### src/rtl/vga_sync_porch_if.sv
// Video stream bundle: companion syncs plus RGB, used on both sides of vga_sync_porch.
// master drives the stream and slave consumes it.
interface vga_sync_porch_if #(
  parameter int VIDEO_WIDTH = 3
);
  logic                   HSync;
  logic                   VSync;
  logic [VIDEO_WIDTH-1:0] Red_Video;
  logic [VIDEO_WIDTH-1:0] Grn_Video;
  logic [VIDEO_WIDTH-1:0] Blu_Video;

  modport master (output HSync, VSync, Red_Video, Grn_Video, Blu_Video);
  modport slave  (input  HSync, VSync, Red_Video, Grn_Video, Blu_Video);
endinterface

### src/rtl/vga_sync_porch.sv
// Converts active-area syncs into VGA porch/pulse timing, blanks video outside the
// visible window, and keeps syncs and video aligned through two register stages.
module vga_sync_porch #(
  parameter int VIDEO_WIDTH      = 3,
  parameter int TOTAL_COLS       = 800,
  parameter int TOTAL_ROWS       = 525,
  parameter int ACTIVE_COLS      = 640,
  parameter int ACTIVE_ROWS      = 480,
  parameter int FRONT_PORCH_HORZ = 18,
  parameter int BACK_PORCH_HORZ  = 50,
  parameter int FRONT_PORCH_VERT = 10,
  parameter int BACK_PORCH_VERT  = 33
) (
  input  logic             i_Clk,
  input  logic             i_Rst_L,
  vga_sync_porch_if.slave  i_Vid,
  vga_sync_porch_if.master o_Vid,
  output logic             o_Locked
);

  localparam int COL_W = $clog2(TOTAL_COLS);
  localparam int ROW_W = $clog2(TOTAL_ROWS);

  localparam logic [COL_W-1:0] COL_LAST   = COL_W'(TOTAL_COLS - 1);
  localparam logic [COL_W-1:0] COL_ACTIVE = COL_W'(ACTIVE_COLS);
  localparam logic [COL_W-1:0] HS_FIRST   = COL_W'(ACTIVE_COLS + FRONT_PORCH_HORZ);
  localparam logic [COL_W-1:0] HS_LAST    = COL_W'(TOTAL_COLS - BACK_PORCH_HORZ - 1);

  localparam logic [ROW_W-1:0] ROW_LAST   = ROW_W'(TOTAL_ROWS - 1);
  localparam logic [ROW_W-1:0] ROW_ACTIVE = ROW_W'(ACTIVE_ROWS);
  localparam logic [ROW_W-1:0] VS_FIRST   = ROW_W'(ACTIVE_ROWS + FRONT_PORCH_VERT);
  localparam logic [ROW_W-1:0] VS_LAST    = ROW_W'(TOTAL_ROWS - BACK_PORCH_VERT - 1);

  logic [COL_W-1:0]       r_Col;
  logic [ROW_W-1:0]       r_Row;
  logic                   r_VSync_d;
  logic [VIDEO_WIDTH-1:0] r_Red;
  logic [VIDEO_WIDTH-1:0] r_Grn;
  logic [VIDEO_WIDTH-1:0] r_Blu;

  logic frame_start;
  logic hs_pulse;
  logic vs_pulse;
  logic active_area;

  // The generator's horizontal companion sync carries no information we need.
  logic unused_hsync;
  assign unused_hsync = i_Vid.HSync;

  assign frame_start = i_Vid.VSync & ~r_VSync_d;

  // Stage 1: position counters and the pixel they describe.
  always_ff @(posedge i_Clk or negedge i_Rst_L) begin
    if (!i_Rst_L) begin
      r_Col     <= '0;
      r_Row     <= '0;
      r_VSync_d <= 1'b1;
      o_Locked  <= 1'b0;
      r_Red     <= '0;
      r_Grn     <= '0;
      r_Blu     <= '0;
    end else begin
      r_VSync_d <= i_Vid.VSync;
      r_Red     <= i_Vid.Red_Video;
      r_Grn     <= i_Vid.Grn_Video;
      r_Blu     <= i_Vid.Blu_Video;
      if (frame_start) begin
        r_Col    <= '0;
        r_Row    <= '0;
        o_Locked <= 1'b1;
      end else if (r_Col == COL_LAST) begin
        r_Col <= '0;
        r_Row <= (r_Row == ROW_LAST) ? '0 : r_Row + 1'b1;
      end else begin
        r_Col <= r_Col + 1'b1;
      end
    end
  end

  always_comb begin
    hs_pulse    = (r_Col >= HS_FIRST) && (r_Col <= HS_LAST);
    vs_pulse    = (r_Row >= VS_FIRST) && (r_Row <= VS_LAST);
    active_area = (r_Col < COL_ACTIVE) && (r_Row < ROW_ACTIVE);
  end

  // Stage 2: registered VGA outputs, held idle until the first frame start.
  always_ff @(posedge i_Clk or negedge i_Rst_L) begin
    if (!i_Rst_L) begin
      o_Vid.HSync     <= 1'b1;
      o_Vid.VSync     <= 1'b1;
      o_Vid.Red_Video <= '0;
      o_Vid.Grn_Video <= '0;
      o_Vid.Blu_Video <= '0;
    end else if (!o_Locked) begin
      o_Vid.HSync     <= 1'b1;
      o_Vid.VSync     <= 1'b1;
      o_Vid.Red_Video <= '0;
      o_Vid.Grn_Video <= '0;
      o_Vid.Blu_Video <= '0;
    end else begin
      o_Vid.HSync     <= ~hs_pulse;
      o_Vid.VSync     <= ~vs_pulse;
      o_Vid.Red_Video <= active_area ? r_Red : '0;
      o_Vid.Grn_Video <= active_area ? r_Grn : '0;
      o_Vid.Blu_Video <= active_area ? r_Blu : '0;
    end
  end

endmodule

### src/flat_wrapper.sv
// flat-port wrapper written by rule: the top's interface ports become plain ports
module vga_sync_porch_flat 
#(
  parameter int VIDEO_WIDTH      = 3,
  parameter int TOTAL_COLS       = 800,
  parameter int TOTAL_ROWS       = 525,
  parameter int ACTIVE_COLS      = 640,
  parameter int ACTIVE_ROWS      = 480,
  parameter int FRONT_PORCH_HORZ = 18,
  parameter int BACK_PORCH_HORZ  = 50,
  parameter int FRONT_PORCH_VERT = 10,
  parameter int BACK_PORCH_VERT  = 33
)
  (i_Clk, i_Rst_L, o_Locked, i_Vid_HSync, i_Vid_VSync, i_Vid_Red_Video, i_Vid_Grn_Video, i_Vid_Blu_Video, o_Vid_HSync, o_Vid_VSync, o_Vid_Red_Video, o_Vid_Grn_Video, o_Vid_Blu_Video);
  vga_sync_porch_if #(.VIDEO_WIDTH(VIDEO_WIDTH)) i_Vid_i ();
  vga_sync_porch_if #(.VIDEO_WIDTH(VIDEO_WIDTH)) o_Vid_i ();
  input  logic i_Clk;
  input  logic i_Rst_L;
  output logic o_Locked;
  input wire logic [$bits(i_Vid_i.HSync)-1:0] i_Vid_HSync;
  input wire logic [$bits(i_Vid_i.VSync)-1:0] i_Vid_VSync;
  input wire logic [$bits(i_Vid_i.Red_Video)-1:0] i_Vid_Red_Video;
  input wire logic [$bits(i_Vid_i.Grn_Video)-1:0] i_Vid_Grn_Video;
  input wire logic [$bits(i_Vid_i.Blu_Video)-1:0] i_Vid_Blu_Video;
  output wire logic [$bits(o_Vid_i.HSync)-1:0] o_Vid_HSync;
  output wire logic [$bits(o_Vid_i.VSync)-1:0] o_Vid_VSync;
  output wire logic [$bits(o_Vid_i.Red_Video)-1:0] o_Vid_Red_Video;
  output wire logic [$bits(o_Vid_i.Grn_Video)-1:0] o_Vid_Grn_Video;
  output wire logic [$bits(o_Vid_i.Blu_Video)-1:0] o_Vid_Blu_Video;
  assign i_Vid_i.HSync = i_Vid_HSync;
  assign i_Vid_i.VSync = i_Vid_VSync;
  assign i_Vid_i.Red_Video = i_Vid_Red_Video;
  assign i_Vid_i.Grn_Video = i_Vid_Grn_Video;
  assign i_Vid_i.Blu_Video = i_Vid_Blu_Video;
  assign o_Vid_HSync = o_Vid_i.HSync;
  assign o_Vid_VSync = o_Vid_i.VSync;
  assign o_Vid_Red_Video = o_Vid_i.Red_Video;
  assign o_Vid_Grn_Video = o_Vid_i.Grn_Video;
  assign o_Vid_Blu_Video = o_Vid_i.Blu_Video;
  vga_sync_porch #(.VIDEO_WIDTH(VIDEO_WIDTH), .TOTAL_COLS(TOTAL_COLS), .TOTAL_ROWS(TOTAL_ROWS), .ACTIVE_COLS(ACTIVE_COLS), .ACTIVE_ROWS(ACTIVE_ROWS), .FRONT_PORCH_HORZ(FRONT_PORCH_HORZ), .BACK_PORCH_HORZ(BACK_PORCH_HORZ), .FRONT_PORCH_VERT(FRONT_PORCH_VERT), .BACK_PORCH_VERT(BACK_PORCH_VERT)) u_core (.i_Clk(i_Clk), .i_Rst_L(i_Rst_L), .i_Vid(i_Vid_i), .o_Vid(o_Vid_i), .o_Locked(o_Locked));
endmodule
### config.mk
export PLATFORM = sky130hd
export DESIGN_NAME = vga_sync_porch_flat
export DESIGN_NICKNAME = d
export VERILOG_FILES = /design/src/rtl/vga_sync_porch_if.sv /design/src/rtl/vga_sync_porch.sv /design/src/flat_wrapper.sv
export SDC_FILE = /design/constraint.sdc
export NUM_CORES = 1
export LEC_CHECK = 0
export CAP_MARGIN = 20
export CORE_MARGIN = 1
export CORE_UTILIZATION = 45
export CTS_BUF_LIST = sky130_fd_sc_hd__clkbuf_8 sky130_fd_sc_hd__clkbuf_16
export CTS_CLUSTER_SIZE = 12
export DETAILED_ROUTE_END_ITERATION = 7
export GPL_ROUTABILITY_DRIVEN = 0
export PLACE_DENSITY = 0.79
export SLEW_MARGIN = 30
export SYNTH_ARGS = -nofsm -noshare
export SYNTH_HDL_FRONTEND = slang
export SYNTH_SLANG_ARGS = --single-unit
### constraint.sdc
create_clock -name i_Clk -period 4.9 [get_ports i_Clk]
set_clock_uncertainty 0.1 [all_clocks]
set_input_delay 0.49 -clock i_Clk [delete_from_list [all_inputs] [get_ports i_Clk]]
set_output_delay 0.49 -clock i_Clk [all_outputs]
set_load 0.01 [all_outputs]
Word level (Yosys, flattened, before mapping)
Cells that the tools add are included.
Cells by class
  add/subtract/negate cells: 2
  bitwise operators: 4
  muxes and demuxes: 13
  equality and inequality tests: 2
  reduce and logical (&&, ||, !) cells: 4
  $lt $le $gt $ge: 6
Operator list (number)
  10-bit two-way mux: 5
  10-bit by 1-bit adder with 10-bit output (second input constant): 2
  10-bit == test (second input constant): 2
  3-bit two-way mux: 6
  10-bit greater-or-equal comparator (second input constant): 1
  10-bit by 9-bit greater-or-equal comparator with 1-bit output (second input constant): 1
  10-bit <= comparator (second input constant): 1
  10-bit by 9-bit <= comparator with 1-bit output (second input constant): 1
  10-bit < comparator (second input constant): 1
  10-bit by 9-bit < comparator with 1-bit output (second input constant): 1
  1-bit logical AND: 3
  1-bit inverter: 3
  1-bit two-way mux: 2
  2-bit nonzero test: 1
  1-bit AND: 1
Storage, ports and cells
  output and inout port bits: 12
  bits of input ports: 13
  register bits after elaboration: 42
  logic and storage cells: 43

Depth between registers and ports, before layout
  depth after elaboration: 4
  gate-level depth with buffers: 6
  gate-level depth less buffers: 6

Worst setup path before layout
Ideal clock, no wire load.
  path type: reg-to-reg
  start: register u_core.r_Col[0]
  end: register u_core.r_Row[9]
  arrival: 1.503 ns
  stages on the path, launching flop included: 6
  path buffers: 0
  path slack: 3.171 ns
  cell sequence: dfrtp_1 -> ha_1 -> and4_4 -> a31oi_4 -> nor2_2 -> a221o_1
Between the ends
  cells in the longest elaborated chain, start to end: 2
Ends and longest elaborated chain
  from (decl): RTL line vga_sync_porch.sv:34  | logic [COL_W-1:0] r_Col;
  from (signal assigned): RTL line vga_sync_porch.sv:75  | r_Col <= r_Col + 1'b1;
  10-bit == test: RTL line vga_sync_porch.sv:71  | end else if (r_Col == COL_LAST) begin
  2-bit nonzero test (no line)
  to (signal assigned): RTL line vga_sync_porch.sv:73  | r_Row <= (r_Row == ROW_LAST) ? '0 : r_Row + 1'b1;
  to (decl): RTL line vga_sync_porch.sv:35  | logic [ROW_W-1:0] r_Row;
Every way passes these cells.
A chain may end at the register's enable or synchronous reset.

Final worst setup path
  start: input port i_Vid_VSync
  end: register u_core.r_Row[2]
Between the ends
  cells in the longest elaborated chain, start to end: 2
  elaborated cells between the ends (all ways): 3
  classes of those cells: 1 x mux; 1 x bitwise; 1 x reduce/logical
Ends and longest elaborated chain
  from (decl): RTL line flat_wrapper.sv:21  | input wire logic [$bits(i_Vid_i.VSync)-1:0] i_Vid_VSync;
  1-bit AND (*): RTL line vga_sync_porch.sv:50  | assign frame_start = i_Vid.VSync & ~r_VSync_d;
  10-bit two-way mux / 2-bit nonzero test (equally long branches)
Every way passes the cells marked *; elsewhere a longest branch is shown, timed or not.

==> results.yml <==
worst_setup_path:
  path_max_fanout: 10
  timing.critical_path.required_ns: 4.99
  timing.reg2reg.setup_slack_ns: 2.89
  reg2regPathDepth: 5
  crit_path_end_kind: "register"
  worst_ep_arrival_time_ns: 2.41
  cp-startpoint: "i_Vid_VSync"
  timing_worst_setup_path_type: "in2reg"
  regToRegEndpoint: "u_core.r_Row[2]"
  kind_of_launch_point_of_the_worst_setup_path: "primary input"
  r2r-start: "u_core.r_Col[0]"
global_route:
  antenna_found_initial: 0
  globalRoute.totalOverflow: 0
  gr-usage-all-layers_pct: 19.0
  grt_pass1_wl_um: 6020
  grt_pass1_vias: 1229
  grt_start_max_net_pins: 43
cts:
  clock_tree.buffer_depth: 2
  number_of_cts_inserted_buffers: 5
  cts_post_setup_buffers_inserted: 0
  cts_num_sinks: 42
  clkLatencyLatePin_ns: 0.29
  post_cts_hold_buffer_count: 0
  clockRootBuffer: "sky130_fd_sc_hd__clkbuf_8"
  tritoncts: "done"
  cts.htree.levels: 2
  cts_resized: 0
  clkSlewWorstSetupHoldPaths_ns: 0.08
final_layout:
  antenna_cells: 0
  mostFrequentLayoutCells: "sky130_fd_sc_hd__dfrtp_1 (39), sky130_fd_sc_hd__clkdlybuf4s50_1 (22), sky130_fd_sc_hd__nor2_1 (12)"
  area_added_between_synthesis_and_finish_pct: 20.0
  fin_nets: 199
  layout.cells.most_common: "sky130_fd_sc_hd__dfrtp_1"
  fill_cells: 295
  post_route_cells_drive_above_1_share_pct: 12.6
outcome:
  run_status: "completed"
floorplanning:
  io-pin-count: 25
  area_of_the_placeable_core_sq_um: 3800
  core.rowCount: 22
  initial_core_util_pct: 48.5
  fp.dieH_um: 66.0
  chipWidth_um: 66.0
  fp.dieArea_sq_um: 4350
timing:
  final.min_clock_period_ns: 2.33
  grt_setup_unrepaired: "false"
  achievable-frequency_mhz: 430
  count_of_pins_over_their_slew_limit: 0
  finalSetupViolations: 0
  period_share_pct: 47.5
  relSlewSlack_pct: 53.4
  worst_slew_pin_slew_ns: 0.698
  postLayoutSetupSlackWorst_ns: 2.57
  total_neg_setup_slack_ns: 0
  hold_viol_final: 0
power_and_ir_drop:
  clock_power_share_pct: 33.8
  power.leakage_nw: 0.934
  vdd.ir_drop.worst_v: 0.000155
  power_switching_uw: 211
  pwr-share-seq_pct: 53.0
  part_of_the_power_in_combinational_logic_pct: 13.2
  power_per_cell_area_nw_per_um2: 358
  cell_internal_pwr_uw: 581
  netSwitchingFraction_pct: 26.7
place:
  number_of_i_o_port_buffers: 23
  place_hpwl_um: 2440
  place_ws_ns: 2.29
worst_hold_path:
  hold_path.class: "in2async"
detailed_routing:
  detail-route-antenna-nets: 0
  via_count: 1235
  number_of_detailed_route_iterations_in_the_first_pass: 4
  drc: 0
  detail_route.iter0.violations: 59
  detail_route.wirelength_um: 3460
  routed_wire_length_per_instance_um: 15.0
  avgViaCountPerCell: 5.37
synthesis:
  yosys_register_bits: 42
  synthTopCellsByArea: "sky130_fd_sc_hd__dfrtp_1 (53%), sky130_fd_sc_hd__dfstp_2 (4.3%), sky130_fd_sc_hd__and2_1 (3.7%)"
  ys_seq_area_share_pct: 57.3
  yosys_warnings: 0
  synth_fp_nets: 174
  cell_variety_after_synth: 44
  synthesis.instances: 156
  post-synth-top-area-cell: "sky130_fd_sc_hd__dfrtp_1"
  postSynthAreaPerCell_sq_um: 11.8
  synth_area_sq_um: 1840
  post-synth-top-area-fraction_pct: 53.0
job:
  maxCapViolations: 0
==> critical path, cell delays in order <==
cell,delay [ns]
sky130_fd_sc_hd__clkdlybuf4s50_1,0.47
sky130_fd_sc_hd__nor2b_1,0.58
sky130_fd_sc_hd__a31o_1,0.45
sky130_fd_sc_hd__o21ai_0,0.16
sky130_fd_sc_hd__a22o_1,0.26
==> area by class of cell <==
cell class / count / area (sq um) / share of cell area (%)
Clock inverter: 3 / 41.3 / 1.87
Multi-Input combinational cell: 104 / 739 / 33.4
Timing Repair Buffer: 23 / 228 / 10.3
Inverter: 5 / 18.8 / 0.849
Clock buffer: 5 / 68.8 / 3.11
Sequential cell: 42 / 1050 / 47.7
Tap cell: 48 / 60.1 / 2.72
==> synthesized netlist by cell type, drive strengths merged <==
cell     count
a22o         3
xnor2        3
inv          5
ha           5
nor2b        4
o211ai       1
nor4b        1
nand3        8
and4b        1
and3         4
nor2        13
nand4        3
or2          1
dfstp        3
a221o        2
o21ai        6
o211a        1
or4          1
o31ai        2
or3          1
and4bb       1
o2bb2ai      1
buf          2
nand2       10
and4         2
nand3b       1
nor3         4
dfrtp       39
a31o         2
and2        11
a31oi        3
a21oi        3
xor2         4
o311ai       2
clkbuf       3
==> layer usage <==
layer  vias up  GRT usage (%)  part of all wire (%)
met4         0           8.51                   2.1
met5         -              0                     0
met1       590           24.4                    45
met3         9           5.69                   5.6
met2        41           29.6                    47
li1        595              -                     -
==> through the flow <==
| stage | area (sq um) | cells | hold slack [ns] | utilization [%] | power, mW |
|---|---|---|---|---|---|
| after global placement | 2100 | 222 | 0.334 | 55.2 | 0.521 |
| final | 2210 | 230 | 0.0650 | 58.2 | 0.792 |
| after global routing | 2210 | 230 | 0.101 | 58.2 | 0.833 |
| after CTS | 2210 | 230 | 0.242 | 58.1 | 0.800 |
| after detailed placement | 2100 | 222 | 0.343 | 55.2 | 0.531 |
| after floorplan | 1840 | 156 | 0.0944 | - | 0.488 |
==> power by group through the flow <==
stage / registers [mW] / logic (mW) / clock network, mW
after floorplan: 0.410 / 0.0782 / 0
after global placement: 0.422 / 0.0999 / 0
after detailed placement: 0.425 / 0.106 / 0
after CTS: 0.419 / 0.106 / 0.275
after global routing: 0.426 / 0.119 / 0.288
final: 0.420 / 0.105 / 0.267
==> flip-flops by register name, summed over array words and instances, names as in the netlist <==
| name | flops |
|---|---|
| u_core.o_Vid.VSync | 1 |
| u_core.o_Locked | 1 |
| u_core.o_Vid.Blu_Video | 3 |
| u_core.r_Row | 10 |
| u_core.o_Vid.HSync | 1 |
| u_core.o_Vid.Red_Video | 3 |
| u_core.r_Grn | 3 |
| u_core.r_Blu | 3 |
| u_core.o_Vid.Grn_Video | 3 |
| u_core.r_VSync_d | 1 |
| u_core.r_Red | 3 |
| u_core.r_Col | 10 |
==> worst max-delay path by stage <==
stage,to,slack (ns),cells after the start
after global routing,u_core.r_Row[2],2.44,5
final,u_core.r_Row[2],2.57,5
after global placement,u_core.r_Row[4],2.27,5
after floorplan,u_core.r_Row[9],3.17,5
after detailed placement,u_core.r_Row[2],2.29,5
after CTS,u_core.r_Row[2],2.60,5
==> kinds of logic after synthesis <==
| logic type | share of synthesized area (%) |
|---|---|
| buf+inv | 2.58 |
| flops | 57.3 |
| simple gates | 21.3 |
| compound gates | 12.1 |
| xor+xnor | 3.33 |
| fa+ha+maj | 3.40 |
(Power assumes the default switching activity.)
